## src/rtl/scan_mux_pkg.sv

```systemverilog
// rtl/scan_mux_pkg.sv - shared state type and channel slice helper for scan_mux
package scan_mux_pkg;

  typedef enum logic [0:0] {
    ST_MANUAL = 1'b0,
    ST_SCAN   = 1'b1
  } state_t;

  // The helper works on a fixed-width bus; callers zero-extend their packed input and
  // truncate the result to their own channel width.
  localparam int unsigned SLICE_BUS_W = 1024;
  localparam int unsigned SLICE_MAX_W = 64;

  function automatic logic [SLICE_MAX_W-1:0] ch_slice(
    input logic [SLICE_BUS_W-1:0] bus,
    input int unsigned            idx,
    input int unsigned            width
  );
    logic [SLICE_BUS_W-1:0] shifted;
    shifted = bus >> (idx * width);
    return shifted[SLICE_MAX_W-1:0];
  endfunction

endpackage

```

## src/rtl/scan_mux_next.sv

```systemverilog
// rtl/scan_mux_next.sv - rotating search for the next enabled channel after ch, with wrap flag
module scan_mux_next #(
  parameter  int N    = 4,
  localparam int SELW = $clog2(N)
) (
  input  logic [SELW-1:0] ch,
  input  logic [N-1:0]    mask,
  output logic [SELW-1:0] nxt,
  output logic            wrap
);

  int              cand;
  logic [SELW-1:0] cidx;
  logic            found;

  // Walk ch+1, ch+2, ... circularly; the first enabled channel wins, otherwise stay on ch.
  always_comb begin
    nxt   = ch;
    found = 1'b0;
    cand  = 0;
    cidx  = '0;
    for (int i = 1; i < N; i++) begin
      cand = int'(ch) + i;
      if (cand >= N) cand = cand - N;
      cidx = cand[SELW-1:0];
      if (!found && mask[cidx]) begin
        nxt   = cidx;
        found = 1'b1;
      end
    end
    wrap = (nxt < ch);
  end

endmodule

```

## src/rtl/scan_mux.sv

```systemverilog
// rtl/scan_mux.sv - N-channel registered mux with manual select and auto-scan (optional SCAN_MUX_MASK_EN)
module scan_mux
  import scan_mux_pkg::*;
#(
  parameter  int N     = 4,
  parameter  int WIDTH = 8,
  parameter  int DWELL = 3,
  localparam int SELW  = $clog2(N)
) (
  input  logic               clk,
  input  logic               rst,
  input  logic [N*WIDTH-1:0] in_data,
  input  logic [SELW-1:0]    sel,
  input  logic               auto_en,
  input  logic               hold,
`ifdef SCAN_MUX_MASK_EN
  input  logic [N-1:0]       ch_mask,
`endif
  output logic [WIDTH-1:0]   dout,
  output logic [SELW-1:0]    ch,
  output logic               dout_vld,
  output logic               wrap
);

  localparam int            CW       = (DWELL > 1) ? $clog2(DWELL) : 1;
  localparam logic [CW-1:0] CNT_LAST = CW'(DWELL - 1);

  state_t                 state, state_next;
  logic [CW-1:0]          cnt, cnt_next;
  logic [SELW-1:0]        ch_next, sel_safe, adv_ch;
  logic                   wrap_next, adv_wrap;
  logic [N-1:0]           scan_mask;
  logic [31:0]            sel_wide;
  logic [SLICE_MAX_W-1:0] slice_full;
  logic [WIDTH-1:0]       dout_next;

`ifdef SCAN_MUX_MASK_EN
  assign scan_mask = ch_mask;
`else
  assign scan_mask = '1;
`endif

  // Out-of-range manual selects fall back to channel 0.
  assign sel_wide = 32'(sel);
  assign sel_safe = (sel_wide < 32'(N)) ? sel : '0;

  scan_mux_next #(.N(N)) u_next (
    .ch   (ch),
    .mask (scan_mask),
    .nxt  (adv_ch),
    .wrap (adv_wrap)
  );

  // Next-state decode: manual (or leaving scan) follows sel; scan dwells then advances.
  always_comb begin
    state_next = state;
    ch_next    = ch;
    cnt_next   = '0;
    wrap_next  = 1'b0;
    if (state == ST_MANUAL || !auto_en) begin
      ch_next    = sel_safe;
      state_next = auto_en ? ST_SCAN : ST_MANUAL;
    end else if (cnt == CNT_LAST) begin
      ch_next   = adv_ch;
      wrap_next = adv_wrap;
    end else begin
      cnt_next = cnt + CW'(1);
    end
  end

  assign slice_full = ch_slice(SLICE_BUS_W'(in_data), 32'(ch_next), 32'(WIDTH));
  assign dout_next  = slice_full[WIDTH-1:0];

  // State and output registers; hold freezes everything except the wrap pulse.
  always_ff @(posedge clk) begin
    if (rst) begin
      state    <= ST_MANUAL;
      ch       <= '0;
      cnt      <= '0;
      dout     <= '0;
      dout_vld <= 1'b0;
      wrap     <= 1'b0;
    end else if (hold) begin
      wrap <= 1'b0;
    end else begin
      state    <= state_next;
      ch       <= ch_next;
      cnt      <= cnt_next;
      dout     <= dout_next;
      dout_vld <= 1'b1;
      wrap     <= wrap_next;
    end
  end

endmodule

```

## config.mk

```make
export PLATFORM = sky130hd
export DESIGN_NAME = scan_mux
export DESIGN_NICKNAME = d
export VERILOG_FILES = /design/src/rtl/scan_mux_pkg.sv /design/src/rtl/scan_mux_next.sv /design/src/rtl/scan_mux.sv
export SDC_FILE = /design/constraint.sdc
export NUM_CORES = 1
export LEC_CHECK = 0
export ABC_CLOCK_PERIOD_IN_PS = 3300
export BUFFER_PORTS_ARGS = -buffer_cell sky130_fd_sc_hd__buf_2
export CAP_MARGIN = 20
export CORE_UTILIZATION = 45
export CTS_CLUSTER_SIZE = 25
export DETAILED_ROUTE_END_ITERATION = 8
export GPL_TIMING_DRIVEN = 0
export PLACE_DENSITY = 0.83
export SYNTH_ARGS = -nofsm -noshare
export SYNTH_HDL_FRONTEND = slang
export SYNTH_SLANG_ARGS = --single-unit
```

## constraint.sdc

```tcl
create_clock -name clk -period 3.3 [get_ports clk]
set_input_delay 0.33 -clock clk [delete_from_list [all_inputs] [get_ports clk]]
set_output_delay 0.33 -clock clk [all_outputs]
set_load 0.05 [all_outputs]
```

==> results.md <==
- Cell-internal power: 0.288 mW
- Std-Cell Rows: 15
- GRT Overall Usage: 21.1%
- Slew headroom: 66.4%
- Avg Cell Area, Syn: 10.2 sq um
- Vias: 834
- Final Hold Viols: 0
- Maximum fanout along the worst path: 10
- Drt pass-1 iters: 4
- Tcrit/Tclk final: 54.4%
- Final ANT Viol Nets: 0
- Layout cells sized above 1: 42.1%
- DP HPWL: 1.65 mm
- First-pass GRT wire length: 3.12 mm
- WL per Instance: 13.3 microns
- Post-synthesis sequential area ratio: 36.4%
- Layout Nets: 173
- Initial antenna violation count: 0
- Arrival time at the worst endpoint: 1.96 ns
- Routed wire length: 2.11 mm
- Sw frac: 33.9%
- Placer Congestion: 0.785
- Crit Path Class: register to register
- Post-layout util: 65.1%
- # diodes: 0
- Synthesized cell area: 826 sq um
- Fmax: 557 MHz
- Syn nets: 120
- Psw: 0.148 mW
- Core ar.: 1730 sq um
- Setup TNS: 0 ns
- Outcome: finished clean
- IO Pins: 50
- # H-tree levels: 1
- Leak: 0.556 nW
- Post-synth cell types: 20
- PortBufs: 48
- Maximum clock insertion buffer count: 2
- Post-CTS resize count: 0
- Comb pwr share: 29.1%
- Sequential power share: 45.9%
- Vias per cell: 5.28
- Clock slew at reported path FFs: 0.10 ns
- Largest net degree at the start of global routing: 11
- Mapped Cells: 81
- Maxcap violations: 0
- Slowest stage delay, CP: 0.42 ns
- Grt total ovfl: 0
- Clk root buf: clkbuf_4
- Drt initial violations: 21
- HP Class: primary input to register
- Pins Over Slew Limit: 0
- Vias in the first global route: 788
- Most frequent cells in the layout: 48 x buf_2, 19 x mux2i_1, 15 x dfxtp_1, 8 x nand3b_1, 8 x o221ai_1
- Post-layout min period: 1.80 ns
- Hold_buf cts: 0
- Startpoint types: register
- Post-CTS Setup Bufs: 0
- Slew @ Worst Pin: 0.493 ns
- Initial Util: 47.8%
- CP bufs+invs: 1
- Largest delay contributor family on the critical path: multiplexers
- Chip width: 44.8 microns
- Synthesized flop and latch total: 15
- Clock sink total: 15
- TritonCTS clock tree: yes
- Setup-failing EPs final: 0
- CP cell instances: nor2b_4 -> xor2_2 -> mux2i_4 -> buf_12 -> mux2i_1 -> o221ai_1
- RSZ-0062 raised after global routing: no
- Die ar.: 2010 sq um
- DRC errors left: 0
- Clock Latency Late Sink: 0.29 ns
- Clock power frac: 25.0%
- Critical Path Sink Type: register
- DIE HEIGHT: 44.8 microns
- Maximum vdd drop: 308 uV
- Crit-path slowest cell: mux2i_4
- Commonest non-fill, non-tap cell in the layout: buf_2
- CP Data Required Time: 3.46 ns
- Num CTS Buffers: 3
- YS warnings: 0
- Final Skew: 0.0101 ns
- Power per cell area: 387 nW/um^2
- Area grow syn2layout: 36.2%
[metrics by stage]
step / hold WS [ns] / cells / cell area (sq um) / power [mW] / setup slack, ns
after floorplan: 0.435 / 81 / 826 / 0.289 / 1.48
after global placement: 0.437 / 154 / 1100 / 0.327 / 1.49
after detailed placement: 0.445 / 154 / 1100 / 0.331 / 1.42
after CTS: 0.311 / 158 / 1120 / 0.437 / 1.48
after global routing: 0.331 / 158 / 1120 / 0.453 / 1.40
final: 0.312 / 158 / 1120 / 0.435 / 1.50
[worst register-to-register path, delay by kind of cell, from the launching register on]
kind | cells | cell delay [ns]
compound gates | 1 | 0.13
flops | 1 | 0.39
simple gates | 1 | 0.21
mux | 2 | 0.62
buf+inv | 1 | 0.21
xor+xnor | 1 | 0.10
[flip-flops by register name, indices dropped and copies added (netlist names)]
register  cells
ch            2
cnt           2
dout          8
dout_vld      1
state         1
wrap          1
[power groups by stage]
| stage | Clock (mW) | Combinational (mW) | Sequential, mW |
|---|---|---|---|
| final | 0.109 | 0.127 | 0.200 |
| after global routing | 0.117 | 0.135 | 0.201 |
| after CTS | 0.110 | 0.127 | 0.200 |
| after detailed placement | 0 | 0.127 | 0.204 |
| after global placement | 0 | 0.124 | 0.203 |
| after floorplan | 0 | 0.0479 | 0.241 |
[path summary, 6_finish.rpt]
path | start | endpoint | slack (ns) | depth (start not counted)
hold reg to reg | dout_vld | dout_vld | 0.46 | 2
hold / removal | auto_en | state | 0.31 | 3
setup reg to reg | cnt[1] | dout[2] | 1.50 | 6
setup / recovery | cnt[1] | dout[2] | 1.50 | 6
[Yosys cell counts]
| cell | instances | area [sq um] |
|---|---|---|
| a21oi_1 | 3 | 15.0 |
| buf_12 | 1 | 20.0 |
| clkbuf_1 | 4 | 15.0 |
| dfxtp_1 | 15 | 300 |
| ha_1 | 1 | 12.5 |
| inv_1 | 1 | 3.75 |
| mux2i_1 | 19 | 190 |
| mux2i_4 | 1 | 22.5 |
| nand2_1 | 7 | 26.3 |
| nand2b_1 | 1 | 6.26 |
| nand3_1 | 1 | 5.00 |
| nand3b_1 | 8 | 60.1 |
| nor2_1 | 5 | 18.8 |
| nor2b_4 | 1 | 13.8 |
| o21a_1 | 1 | 7.51 |
| o21ai_1 | 1 | 5.00 |
| o221ai_1 | 8 | 70.1 |
| or4_1 | 1 | 7.51 |
| or4b_1 | 1 | 10.0 |
| xor2_2 | 1 | 16.3 |
[area by class of cell]
| cell class | instances | area, sq um |
|---|---|---|
| clock buffer | 3 | 22.5 |
| fill | 152 | 602 |
| timing repair buffer | 48 | 240 |
| multi-input combinational | 60 | 487 |
| clock inverter | 1 | 5.00 |
| inverter | 1 | 3.75 |
| tap | 25 | 31.3 |
| sequential | 15 | 300 |
| buffer | 5 | 35.0 |
[kinds of logic after synthesis]
logic type,synth area share (%)
multiplexers,25.8
AO/OA/AOI/OAI,11.8
AND/OR/NAND/NOR,17.9
XOR/XNOR,1.97
flip-flops,36.4
buffers and inverters,4.70
adder cells (fa/ha/maj),1.51
[routing by layer]
| metal | part of all wire (%) | wire [microns] | global-route usage, % | up-vias |
|---|---|---|---|---|
| met5 | 0 | 0 | 0 | - |
| li1 | - | - | - | 408 |
| met4 | 2.3 | 48 | 10.9 | 0 |
| met3 | 4.6 | 98 | 1.20 | 8 |
| met1 | 38 | 795 | 24.1 | 382 |
| met2 | 55 | 1170 | 39.4 | 36 |
Note: power is estimated with default switching activity, not from simulation.
